<file path="src/rtl/reg_bank_add_seq_pkg.sv">
// ---------------------------------------------------------------------------
// reg_bank_pkg
//   Shared definitions for the reg_bank_add_seq slice: data width, bank size,
//   operation codes and FSM state encodings.
//   Optional feature macro used by this slice: REG_BANK_ZERO_REG_EN
//   (R0 hard-wired to zero when defined).
// ---------------------------------------------------------------------------
package reg_bank_pkg;

  localparam int DW    = 32;
  localparam int NREGS = 8;
  localparam int AW    = $clog2(NREGS);

  typedef enum logic [1:0] {
    OP_ADD  = 2'b00,
    OP_SUB  = 2'b01,
    OP_ADDC = 2'b10,
    OP_LDI  = 2'b11
  } op_e;

  typedef enum logic [1:0] {
    IDLE = 2'b00,
    READ = 2'b01,
    EXEC = 2'b10,
    WB   = 2'b11
  } state_e;

endpackage

</file>
<file path="src/rtl/reg_bank_add_seq_if.sv">
// ---------------------------------------------------------------------------
// reg_bank_add_seq_if
//   Request/response and debug-read bundle of reg_bank_add_seq.
//   Request : start_i, op_i, rs1_i, rs2_i, rd_i, imm_i
//   Status  : busy_o, done_o, result_o, carry_o
//   Debug   : dbg_addr_i -> dbg_data_o (combinational register read)
//   slave  modport: the sequencer; master modport: whoever issues operations.
//   Optional feature macro of this slice: REG_BANK_ZERO_REG_EN (no effect here).
// ---------------------------------------------------------------------------
interface reg_bank_add_seq_if;
  import reg_bank_pkg::*;

  logic          start_i;
  logic [1:0]    op_i;
  logic [AW-1:0] rs1_i;
  logic [AW-1:0] rs2_i;
  logic [AW-1:0] rd_i;
  logic [DW-1:0] imm_i;
  logic          busy_o;
  logic          done_o;
  logic [DW-1:0] result_o;
  logic          carry_o;
  logic [AW-1:0] dbg_addr_i;
  logic [DW-1:0] dbg_data_o;

  modport slave (
    input  start_i, op_i, rs1_i, rs2_i, rd_i, imm_i, dbg_addr_i,
    output busy_o, done_o, result_o, carry_o, dbg_data_o
  );

  modport master (
    output start_i, op_i, rs1_i, rs2_i, rd_i, imm_i, dbg_addr_i,
    input  busy_o, done_o, result_o, carry_o, dbg_data_o
  );

endinterface

</file>
<file path="src/rtl/reg_bank_add_seq_adder.sv">
// ---------------------------------------------------------------------------
// Adder_32
//   The team's 32-bit ripple-carry adder: c_o = a_i + b_i + cin_i (mod 2^32),
//   cout_o is the carry out of the top bit. Purely combinational.
//   Ports: a_i, b_i (DW), cin_i -> c_o (DW), cout_o.
//   Optional feature macro of this slice: REG_BANK_ZERO_REG_EN (no effect here).
// ---------------------------------------------------------------------------
module Adder_32
  import reg_bank_pkg::*;
(
  input  logic [DW-1:0] a_i,
  input  logic [DW-1:0] b_i,
  input  logic          cin_i,
  output logic [DW-1:0] c_o,
  output logic          cout_o
);

  logic [DW:0] carryChain;

  // Bit-serial ripple: each stage is a full adder fed by the previous carry.
  always_comb begin
    carryChain    = '0;
    carryChain[0] = cin_i;
    c_o           = '0;
    for (int i = 0; i < DW; i++) begin
      c_o[i]          = a_i[i] ^ b_i[i] ^ carryChain[i];
      carryChain[i+1] = (a_i[i] & b_i[i]) | (carryChain[i] & (a_i[i] ^ b_i[i]));
    end
    cout_o = carryChain[DW];
  end

endmodule

</file>
<file path="src/rtl/reg_bank_add_seq.sv">
// ---------------------------------------------------------------------------
// reg_bank_add_seq
//   8 x 32-bit register bank sequenced around Adder_32. A request is latched
//   in IDLE, operands are read in READ, the adder result is registered in
//   EXEC and written back (bank, result, carry flag, done pulse) in WB.
//   Ports: clk, rst_n (async, active-low), bus (reg_bank_add_seq_if.slave).
//   Optional feature macro: REG_BANK_ZERO_REG_EN -- R0 always reads 0 and
//   writes to it are dropped; result/carry/done still update.
// ---------------------------------------------------------------------------
module reg_bank_add_seq
  import reg_bank_pkg::*;
(
  input  logic              clk,
  input  logic              rst_n,
  reg_bank_add_seq_if.slave bus
);

  state_e        state_q, state_d;
  logic [1:0]    op_q;
  logic [AW-1:0] rs1_q, rs2_q, rd_q;
  logic [DW-1:0] imm_q;
  logic [DW-1:0] a_q, b_q, sum_q, result_q;
  logic          cin_q, cout_q, carry_q, busy_q, done_q;
  logic [DW-1:0] regs_q [NREGS];

  logic          accept, writeBack, bankWe;
  logic [DW-1:0] a_d, b_d, adderSum;
  logic          cin_d, adderCout;

  // FSM next state. WB takes a waiting start directly into READ so that a
  // request arriving on the write-back edge is not lost and back-to-back
  // operations run at one per three cycles.
  always_comb begin
    state_d   = state_q;
    accept    = 1'b0;
    writeBack = 1'b0;
    case (state_q)
      IDLE: begin
        if (bus.start_i) begin
          accept  = 1'b1;
          state_d = READ;
        end
      end
      READ: state_d = EXEC;
      EXEC: state_d = WB;
      WB: begin
        writeBack = 1'b1;
        if (bus.start_i) begin
          accept  = 1'b1;
          state_d = READ;
        end else begin
          state_d = IDLE;
        end
      end
      default: state_d = IDLE;
    endcase
  end

  // Operand and carry-in selection from the latched request.
  always_comb begin
    a_d   = regs_q[rs1_q];
    b_d   = regs_q[rs2_q];
    cin_d = 1'b0;
    case (op_e'(op_q))
      OP_SUB: begin
        b_d   = ~regs_q[rs2_q];
        cin_d = 1'b1;
      end
      OP_ADDC: cin_d = carry_q;
      OP_LDI: begin
        a_d = imm_q;
        b_d = '0;
      end
      default: ;
    endcase
  end

`ifdef REG_BANK_ZERO_REG_EN
  // R0 is never written, so it keeps its reset value of zero.
  assign bankWe = writeBack && (rd_q != '0);
`else
  assign bankWe = writeBack;
`endif

  always_ff @(posedge clk or negedge rst_n) begin
    if (!rst_n) begin
      state_q <= IDLE;
      busy_q  <= 1'b0;
      done_q  <= 1'b0;
    end else begin
      state_q <= state_d;
      busy_q  <= (state_d != IDLE);
      done_q  <= writeBack;
    end
  end

  always_ff @(posedge clk or negedge rst_n) begin
    if (!rst_n) begin
      op_q     <= '0;
      rs1_q    <= '0;
      rs2_q    <= '0;
      rd_q     <= '0;
      imm_q    <= '0;
      a_q      <= '0;
      b_q      <= '0;
      cin_q    <= 1'b0;
      sum_q    <= '0;
      cout_q   <= 1'b0;
      result_q <= '0;
      carry_q  <= 1'b0;
    end else begin
      if (accept) begin
        op_q  <= bus.op_i;
        rs1_q <= bus.rs1_i;
        rs2_q <= bus.rs2_i;
        rd_q  <= bus.rd_i;
        imm_q <= bus.imm_i;
      end
      if (state_q == READ) begin
        a_q   <= a_d;
        b_q   <= b_d;
        cin_q <= cin_d;
      end
      if (state_q == EXEC) begin
        sum_q  <= adderSum;
        cout_q <= adderCout;
      end
      if (writeBack) begin
        result_q <= sum_q;
        if (op_e'(op_q) != OP_LDI) begin
          carry_q <= cout_q;
        end
      end
    end
  end

  always_ff @(posedge clk or negedge rst_n) begin
    if (!rst_n) begin
      for (int i = 0; i < NREGS; i++) begin
        regs_q[i] <= '0;
      end
    end else if (bankWe) begin
      regs_q[rd_q] <= sum_q;
    end
  end

  Adder_32 u_adder (
    .a_i    (a_q),
    .b_i    (b_q),
    .cin_i  (cin_q),
    .c_o    (adderSum),
    .cout_o (adderCout)
  );

  assign bus.busy_o     = busy_q;
  assign bus.done_o     = done_q;
  assign bus.result_o   = result_q;
  assign bus.carry_o    = carry_q;
  assign bus.dbg_data_o = regs_q[bus.dbg_addr_i];

endmodule

</file>
<file path="src/flat_wrapper.sv">
// flat-port wrapper written by rule: the top's interface ports become plain ports
module reg_bank_add_seq_flat import reg_bank_pkg::*;
  (clk, rst_n, bus_start_i, bus_op_i, bus_rs1_i, bus_rs2_i, bus_rd_i, bus_imm_i, bus_dbg_addr_i, bus_busy_o, bus_done_o, bus_result_o, bus_carry_o, bus_dbg_data_o);
  reg_bank_add_seq_if bus_i ();
  input  logic clk;
  input  logic rst_n;
  input wire logic [$bits(bus_i.start_i)-1:0] bus_start_i;
  input wire logic [$bits(bus_i.op_i)-1:0] bus_op_i;
  input wire logic [$bits(bus_i.rs1_i)-1:0] bus_rs1_i;
  input wire logic [$bits(bus_i.rs2_i)-1:0] bus_rs2_i;
  input wire logic [$bits(bus_i.rd_i)-1:0] bus_rd_i;
  input wire logic [$bits(bus_i.imm_i)-1:0] bus_imm_i;
  input wire logic [$bits(bus_i.dbg_addr_i)-1:0] bus_dbg_addr_i;
  output wire logic [$bits(bus_i.busy_o)-1:0] bus_busy_o;
  output wire logic [$bits(bus_i.done_o)-1:0] bus_done_o;
  output wire logic [$bits(bus_i.result_o)-1:0] bus_result_o;
  output wire logic [$bits(bus_i.carry_o)-1:0] bus_carry_o;
  output wire logic [$bits(bus_i.dbg_data_o)-1:0] bus_dbg_data_o;
  assign bus_i.start_i = bus_start_i;
  assign bus_i.op_i = bus_op_i;
  assign bus_i.rs1_i = bus_rs1_i;
  assign bus_i.rs2_i = bus_rs2_i;
  assign bus_i.rd_i = bus_rd_i;
  assign bus_i.imm_i = bus_imm_i;
  assign bus_i.dbg_addr_i = bus_dbg_addr_i;
  assign bus_busy_o = bus_i.busy_o;
  assign bus_done_o = bus_i.done_o;
  assign bus_result_o = bus_i.result_o;
  assign bus_carry_o = bus_i.carry_o;
  assign bus_dbg_data_o = bus_i.dbg_data_o;
  reg_bank_add_seq u_core (.clk(clk), .rst_n(rst_n), .bus(bus_i));
endmodule
</file>
<file path="config.mk">
export PLATFORM = sky130hd
export DESIGN_NAME = reg_bank_add_seq_flat
export DESIGN_NICKNAME = d
export VERILOG_FILES = /design/src/rtl/reg_bank_add_seq_pkg.sv /design/src/rtl/reg_bank_add_seq_if.sv /design/src/rtl/reg_bank_add_seq_adder.sv /design/src/rtl/reg_bank_add_seq.sv /design/src/flat_wrapper.sv
export SDC_FILE = /design/constraint.sdc
export NUM_CORES = 1
export LEC_CHECK = 0
export CAP_MARGIN = 20
export CORE_AREA = 2 2 323 245
export CTS_CLUSTER_SIZE = 30
export DETAILED_ROUTE_END_ITERATION = 16
export DIE_AREA = 0 0 325 247
export GPL_TIMING_DRIVEN = 0
export PLACE_DENSITY = 0.57
export SLEW_MARGIN = 20
export SYNTH_ARGS = -nofsm -noshare
export SYNTH_HDL_FRONTEND = slang
export SYNTH_SLANG_ARGS = --single-unit
</file>
<file path="constraint.sdc">
create_clock -name clk -period 17.1 [get_ports clk]
set_input_delay 3.42 -clock clk [delete_from_list [all_inputs] [get_ports clk]]
set_output_delay 3.42 -clock clk [all_outputs]
set_load 0.01 [all_outputs]
</file>
==> results.yml, run 1 <==
placement:
  port_buffers: 112
  dp_hpwl_um: 48300
  gp_congestion: 0.846
  place_area_um2: 25600
clock_tree:
  cts.path.max_buffers: 3
  clkTransAtPathRegs_ps: 60
  post_cts_resize_count: 0
  postCtsSetupBuffers: 0
  cts_tree: "built"
  clock_latency_ps: 610
  cts-root-buf: "clkbuf_16"
  cts_made_buffers: 49
  htree_levels: 2
  postCtsHoldBufs: 0
  clock_sinks: 434
cells_and_area:
  area_growth_syn_to_layout_pct: 18.5
  final-seq-area_um2: 10900
  drive_above_1_share_pct: 41.0
  fillers: 7437
  nets: 1770
  multi_input_area_um2: 11400
  finish.instance_area_um2: 27200
logic_synthesis:
  synth_ff_type: "dfrtp_1"
  synth_top_family_by_area: "multiplexers"
  syn_nets: 1602
  yosysUniqueCellTypes: 33
  synth_cells: 1514
  ys_async_sr_fraction_pct: 100
  ys_seq_elements: 434
  synth_mux_area_share_pct: 41.2
  synth-warning-count: 0
  syn_avg_cell_area_um2: 15.2
  synthXorXnorAreaFrac_pct: 0
  synthSimpleGateAreaFrac_pct: 2.14
  synth_edf_count: 0
  yosys.cell_count.top_type: "dfrtp_1"
  synth_common_cells: "dfrtp_1 (434), mux2_2 (368), mux4_2 (191)"
  synth_area_leaders: "dfrtp_1 (47%), mux4_2 (19%), mux2_2 (18%)"
  synth_area_um2: 23000
  synth_compound_gate_area_share_pct: 2.89
  ys_seq_area_share_pct: 47.2
  synth_area_leader_cell: "dfrtp_1"
  synth_adder_area_share_pct: 3.17
  synth_top_area_share_pct: 47.2
drt:
  detail-route-antenna-nets: 0
  drtPass1Iterations: 6
  avgViaCountPerCell: 5.27
  drtIter0Drc: 1264
  drcViolationCount: 0
  vias: 14590
  wl_um: 72000
  post_drt_wl_per_cell_um: 26.0
global_route:
  grt_pass1_wl_um: 107000
  antenna_found_initial: 3
  gr-total-overflow: 0
  first_global_vias: 15475
  grt_usage_pct: 18.1
  grt_max_degree: 96
floorplan:
  pin_count: 116
  core_um2: 77600
  die_area_um2: 80300
  die_h_um: 247
  fp-row-count: 89
  die_x_um: 325
  initial_core_util_pct: 29.6
hold_path:
  hold_depth: 1
  hold_path.class: "reg2reg"
worst_setup_path:
  rr_worst_depth: 36
  cpMaxStageDelayCell: "fa_1"
  worstSetupPathType: "reg2reg"
  path_max_fanout: 2
  cp_slowest_stage_delay_ps: 460
  cpMostUsedCell: "fa_1"
  arrival_ps: 14270
  required_ps: 17630
  crit_path_end_kind: "flop"
  critPathLaunchType: "flop"
sta:
  period_share_pct: 80.4
  slew-limit-headroom_pct: 23.9
  hold_violations: 0
  rsz0062_at_grt: "false"
  tightest_slew_ps: 1140
  max_freq_ghz: 0.0728
  setup_viol_count_final: 0
  skew_ps: 39.1
  finalMaxSlewViolations: 0
  fin_crit_ps: 13740
outcome:
  status: "completed"
power:
  p_leak_nw: 11.4
  p_total_mw: 5.63
  ir_worst_vdd_uv: 80.6
  power.density_nw_per_um2: 207
flow_run:
  maxCapViolCount: 0
## power by group
| group | internal, mW | leakage [nW] | total (mW) | switching [mW] |
|---|---|---|---|---|
| registers | 1.49 | 5.48 | 1.88 | 0.392 |
| logic | 1.37 | 5.11 | 2.65 | 1.28 |
| clock network | 0.648 | 0.833 | 1.10 | 0.454 |
## cell type report
class | instances | share of cell area [%]
inverter | 29 | 0.399
antenna | 1 | 0.00918
clock buffer | 74 | 5.47
clock inverter | 15 | 0.670
multi-input combinational | 900 | 41.7
timing repair buffer | 117 | 4.64
sequential | 434 | 39.9
buffer | 151 | 2.43
tap | 1046 | 4.80
## stage by stage
stage	hold WS (ps)	cells	setup slack (ps)	utilization (%)	TNS, ps
after global placement	494	2672	-6990	32.8	-3000300
final	504	2767	3360	35.1	0
after global routing	522	2766	2900	35.1	0
after CTS	510	2766	3360	35.1	0
after detailed placement	497	2677	3430	32.9	0
after floorplan	467	1514	4430	-	0
## kinds of logic (layout without fill, tap and decap cells)
logic type / after synthesis / count (layout)
adder cells (fa/ha/maj): 39 / 39
AO/OA/AOI/OAI: 111 / 111
AND/OR/NAND/NOR: 91 / 91
other: 0 / 1
flip-flops: 434 / 434
buffers and inverters: 180 / 386
multiplexers: 659 / 659
## placed cells by master (no fill, tap or decap), drive strengths merged, types with 7 or more instances in the layout
cell type      netlist  routed
buf                101     106
nand3               18      18
clkdlybuf4s50        0     111
nand2               12      12
nor2                19      19
ha                   7       7
mux2               384     384
o21ai               43      43
o221ai              16      16
dfrtp              434     434
a21oi               18      18
clkbuf              50     125
mux2i               83      83
nor2b               31      31
a31oi               30      30
clkinv               0      10
fa                  32      32
inv                 29      31
mux4               192     192
## sequential cells by signal, summed over array words and instances (netlist names)
name / count
u_core.imm_q: 32
u_core.a_q: 32
u_core.bus.busy_o: 1
u_core.sum_q: 32
u_core.op_q: 2
u_core.bus.done_o: 1
u_core.state_q: 2
u_core.regs_q: 256
u_core.rd_q: 3
u_core.rs1_q: 3
u_core.cin_q: 1
u_core.bus.result_o: 32
u_core.cout_q: 1
u_core.b_q: 32
u_core.bus.carry_o: 1
u_core.rs2_q: 3
## final timing paths
| check | start | to | slack [ps] |
|---|---|---|---|
| setup reg to reg | u_core.cin_q | u_core.sum_q[31] | 3360 |
| min in group asynchronous | rst_n | u_core.bus.result_o[26] | 2710 |
| max in group asynchronous | rst_n | u_core.bus.result_o[13] | 13100 |
| hold / removal | u_core.bus.result_o[29] | u_core.bus.result_o[29] | 500 |
| hold reg to reg | u_core.bus.result_o[29] | u_core.bus.result_o[29] | 500 |
| setup / recovery | u_core.cin_q | u_core.sum_q[31] | 3360 |
## worst max-delay path, delay by kind of cell (launching register included)
family                     cells  cell delay, ps
adders and majority gates     32           12920
buffers and inverters          3             230
DFF                            1             400
muxes                          1             140
## routing by layer
metal / vias to the layer above / track usage [%] / part of all wire (%)
li1: 6102 / - / -
met1: 7816 / 25.1 / 44
met2: 555 / 26.9 / 44
met3: 113 / 6.01 / 9.0
met4: 4 / 5.45 / 2.8
met5: - / 0 / 0.037
No activity file was read; power rests on OpenSTA's default activity.
==> inputs of run 2 (changes only) <==
- PLACE_DENSITY: 0.57 -> 0.59
- clock period: 17.1 -> 12.2 ns (I/O delays scaled with it)
==> run 2 against run 1 <==
Die area is the same. Critical endpoint unchanged. Worst hold slack lost 1.7 ps. Non-clock buffer count grew 1. The run now ends with setup timing left. First-iteration DRC count shrank 2.2%. Critical path depth is the same. Highest routed layer unchanged. Utilization grew 0.079 points. Largest cell class unchanged. Largest power group unchanged. Clock skew grew 3.2 ps. Setup slack lost 3500 ps. Clock power grew 37%.
==> results.yml, run 2 (synthesis results as in run 1) <==
cells_and_area:
  final_common_cell: "dfrtp_1"
  largest_register: "u_core.regs_q"
  nets: 1769
  drive_above_1_share_pct: 43.1
  finish.instance_area_um2: 27300
  area_growth_syn_to_layout_pct: 18.7
  layout.cells.non_filler: 2766
  most-common-layout-cells: "dfrtp_1 (434), mux2_2 (367), mux4_2 (191), clkdlybuf4s50_1 (111), mux2i_1 (83)"
  antenna_cells: 0
  largest_reg_flops: 256
placement:
  place_worst_setup_slack_ps: -967
  gp_congestion: 0.860
  port_buffers: 112
  place_area_um2: 25600
  dp.cells: 2677
  dp_hpwl_um: 48500
worst_setup_path:
  crit_path_end_kind: "flop"
  path_max_fanout: 2
  worstSetupPathType: "reg2reg"
  cpMaxStageDelayCell: "dfrtp_1"
  critPathLaunchType: "flop"
  required_ps: 12690
  arrival_ps: 12870
  cpMostUsedCell: "fa_2"
  rr_worst_depth: 36
  cp_slowest_stage_delay_ps: 400
power:
  power.density_nw_per_um2: 289
  ir_worst_vdd_uv: 132
  p_leak_nw: 11.4
flow_run:
  maxCapViolCount: 0
sta:
  finalMaxSlewViolations: 0
  hold_violations: 0
  skew_ps: 42.3
  fin_crit_ps: 12380
  setup_tns_ps: -179
  tightest_slew_ps: 1090
  max_freq_ghz: 0.0808
  layout_setup_ws_ps: -179
  period_share_pct: 101
  whs_ps: 503
  slew-limit-headroom_pct: 27.2
  setup_viol_count_final: 1
  rsz0062_at_grt: "true"
floorplan:
  pin_count: 116
  initial_core_util_pct: 29.6
  fp-row-count: 89
  die_h_um: 247
  die_x_um: 325
  die_area_um2: 80300
  core_um2: 77600
drt:
  avgViaCountPerCell: 5.28
  drtPass1Iterations: 5
  drtIter0Drc: 1236
  post_drt_wl_per_cell_um: 26.0
  wl_um: 71900
  drcViolationCount: 0
  detail-route-antenna-nets: 0
  vias: 14604
outcome:
  status: "finished, violations left"
  violations: "setup timing"
global_route:
  first_global_vias: 15675
  grt_usage_pct: 18.0
  grt_max_degree: 91
  antenna_found_initial: 2
  grt_pass1_wl_um: 107000
  gr-total-overflow: 0
clock_tree:
  postCtsHoldBufs: 0
  clkTransAtPathRegs_ps: 60
  cts.path.max_buffers: 3
  cts_made_buffers: 47
  clock_latency_ps: 610
  htree_levels: 2
  cts-root-buf: "clkbuf_16"
  cts_tree: "built"
  clock_sinks: 434
  postCtsSetupBuffers: 0
hold_path:
  hold_path.class: "reg2reg"
  hold_depth: 2
==> run 2: final timing paths <==
path	slack [ps]	endpoint	from
min reg2reg	500	u_core.bus.carry_o	u_core.cout_q
max	-180	u_core.sum_q[31]	u_core.cin_q
min in group asynchronous	1760	u_core.bus.result_o[27]	rst_n
max in group asynchronous	9220	u_core.regs_q[10]	rst_n
max reg2reg	-180	u_core.sum_q[31]	u_core.cin_q
min	500	u_core.bus.carry_o	u_core.cout_q
==> run 2: layout make-up <==
class | instances | area [um2]
Tap cell | 1046 | 1310
Clock buffer | 71 | 1460
Clock inverter | 17 | 185
Timing Repair Buffer | 118 | 1280
Fill cell | 7409 | 50300
Sequential cell | 434 | 10900
Multi-Input combinational cell | 900 | 11400
Buffer | 151 | 662
Inverter | 29 | 109
==> run 2: critical path: cells and delay by family, from the launching register on <==
family | cells | cell delay (ps)
flip-flops | 1 | 400
adder cells (fa/ha/maj) | 32 | 11560
multiplexers | 1 | 150
buffers and inverters | 3 | 180
==> run 2: metal layers <==
metal | track usage, % | part of all wire [%] | vias up
met4 | 5.38 | 2.6 | 6
met1 | 24.3 | 44 | 7878
li1 | - | - | 6092
met5 | 0 | 0.078 | -
met2 | 27.9 | 45 | 511
met3 | 5.29 | 7.8 | 117
==> run 2: stage by stage <==
| stage | power (mW) | utilization (%) |
|---|---|---|
| floorplan | 5.01 | - |
| global placement | 6.24 | 32.8 |
| detailed placement | 6.35 | 33.0 |
| CTS | 7.91 | 35.2 |
| global route | 8.32 | 35.2 |
| finish | 7.89 | 35.2 |
==> run 2: repair_timing <==
action / 4_1_cts / 5_1_grt
gates resized for setup: 20 / 3
cloned: 0 / 0
pin swaps: 10 / 6
setup endpoints to repair: 4 / 3
==> run 2: report_power, final <==
group          leakage (nW)  switching [mW]  total, mW  internal (mW)
logic                  5.06            1.80       3.74           1.94
clock network         0.815           0.635       1.51          0.873
registers              5.48           0.557       2.65           2.09
==> inputs of run 3 (changes only) <==
- REMOVE_ABC_BUFFERS: unset -> 1
==> run 3 against run 2 <==
The flow still finishes with violations (setup timing). Combinational power is 8.8% lower. Sequential share of layout area shrank 0.47 points. Total power fell by 0.14%. Utilization up 0.49 points. First-iteration DRC count is 19% lower. Clock skew down 25 ps. Register-to-register slack lost 350 ps. Sequential power increased by 9.4%. Clock power is 4% higher. Wire length shrank 9.8%. Critical path type unchanged. Largest power group unchanged.
==> results.yml, run 3 (synthesis results as in run 1) <==
power:
  seq_power_share_pct: 36.8
  p_sw_mw: 2.82
  p_leak_nw: 11.5
  sw_frac_of_total_pct: 35.8
  pwr-share-clk_pct: 19.9
  p_int_mw: 5.06
  p_total_mw: 7.88
  power.density_nw_per_um2: 285
  ir_worst_vdd_uv: 119
  combPwrFrac_pct: 43.3
cells_and_area:
  fillers: 7296
  final_common_cell: "dfrtp_1"
  largest_register: "u_core.regs_q"
  finish.instance_area_um2: 27700
  layout.cells.non_filler: 2666
  nets: 1671
  most-common-layout-cells: "dfrtp_1 (428), mux2_2 (368), mux4_2 (191), clkdlybuf4s50_1 (111), mux2i_1 (83)"
  largest_reg_flops: 256
  antenna_cells: 0
  drive_above_1_share_pct: 46.5
  area_growth_syn_to_layout_pct: 20.4
clock_tree:
  postCtsHoldBufs: 0
  clkTransAtPathRegs_ps: 60
  cts-root-buf: "clkbuf_16"
  cts_tree: "built"
  clock_latency_ps: 590
  clock_sinks: 434
  cts.path.max_buffers: 3
  htree_levels: 2
  cts_made_buffers: 47
global_route:
  grt_usage_pct: 16.4
  grt_pass1_wl_um: 99300
  antenna_found_initial: 0
  grt_max_degree: 98
  first_global_vias: 15069
  gr-total-overflow: 0
drt:
  drcViolationCount: 0
  avgViaCountPerCell: 5.23
  drtIter0Drc: 1006
  detail-route-antenna-nets: 0
  vias: 13933
  post_drt_wl_per_cell_um: 24.3
  wl_um: 64800
  drtPass1Iterations: 5
floorplan:
  fp-row-count: 89
  pin_count: 116
  core_um2: 77600
  die_area_um2: 80300
  die_h_um: 247
  initial_core_util_pct: 29.6
  die_x_um: 325
worst_setup_path:
  required_ps: 12700
  cpMostUsedCell: "fa_2"
  cpMaxStageDelayCell: "fa_2"
  crit_path_end_kind: "flop"
  critPathLaunchType: "flop"
  path_max_fanout: 2
  cp_slowest_stage_delay_ps: 430
  arrival_ps: 13230
  worstSetupPathType: "reg2reg"
sta:
  skew_ps: 17.1
  finalMaxSlewViolations: 0
  tightest_slew_ps: 976
  setup_tns_ps: -994
  fin_crit_ps: 12730
  hold_violations: 0
  layout_setup_ws_ps: -531
  rsz0062_at_grt: "true"
  period_share_pct: 104
  slew-limit-headroom_pct: 34.7
  max_freq_ghz: 0.0785
  whs_ps: 507
  setup_viol_count_final: 3
hold_path:
  hold_path.class: "reg2reg"
placement:
  dp.cells: 2580
  place_area_um2: 25900
  dp_hpwl_um: 42800
  port_buffers: 115
  gp_congestion: 0.740
outcome:
  violations: "setup timing"
  status: "finished, violations left"
flow_run:
  maxCapViolCount: 0
## run 3: cell types whose count changed in the layout (fill, tap and decap cells not counted), moves of 10 or more
cell and delta:
buf_2 -52, buf_1 -45, clkbuf_1 -51, buf_12 +10, buf_6 +16, buf_16 +10
## run 3: final timing paths
| path | cells past startpoint | slack, ps | endpoint | startpoint |
|---|---|---|---|---|
| setup / recovery | 36 | -530 | u_core.sum_q[31] | u_core.cin_q |
| hold / removal | 1 | 510 | u_core.bus.result_o[31] | u_core.bus.result_o[31] |
| setup reg to reg | 36 | -530 | u_core.sum_q[31] | u_core.cin_q |
| hold reg to reg | 1 | 510 | u_core.bus.result_o[31] | u_core.bus.result_o[31] |
| max in group asynchronous | 3 | 9020 | u_core.rs2_q[1] | rst_n |
| min in group asynchronous | 1 | 1830 | u_core.bus.done_o | rst_n |
## run 3: critical path: cells and delay by family (launching register included)
kind	cells	cell delay [ps]
adder cells (fa/ha/maj)	32	11890
buffers and inverters	3	200
flip-flops	1	400
multiplexers	1	160
## run 3: layout make-up
type	count	area [um2]	share of cell area, %
Clock buffer	63	1360	4.90
Sequential cell	434	10900	39.3
Timing Repair Buffer	171	2140	7.72
Multi-Input combinational cell	900	11600	41.7
Tap cell	1046	1310	4.73
Inverter	29	109	0.393
Clock inverter	23	344	1.24
## run 3: power by group through the flow
stage                     Combinational [mW]  Clock (mW)  Sequential, mW
after floorplan                         2.23           0            2.72
after global placement                  3.10           0            3.07
after detailed placement                3.42           0            2.91
after CTS                               3.46        1.61            2.89
after global routing                    3.69        1.68            3.01
final                                   3.41        1.57            2.90
## run 3: repair_timing
| item | in CTS | in global routing |
|---|---|---|
| buffers inserted | 0 | 0 |
| pin swaps | 4 | 2 |
| endpoints found under the setup margin | 7 | 4 |
| gates resized for setup | 35 | 0 |
## run 3: stage by stage
stage	setup WS [ps]	util (%)
floorplan	-475	-
global placement	-10920	31.9
detailed placement	-2070	33.4
CTS	-546	35.7
global route	-692	35.7
finish	-531	35.7
## run 3: metal layers
metal  wire (um)  share of wire (%)  GRT usage, %
met1       29100                 45          22.4
met2       30400                 47          26.2
met3        3980                6.1          3.89
met4        1400                2.2          4.41
met5           0                  0             0
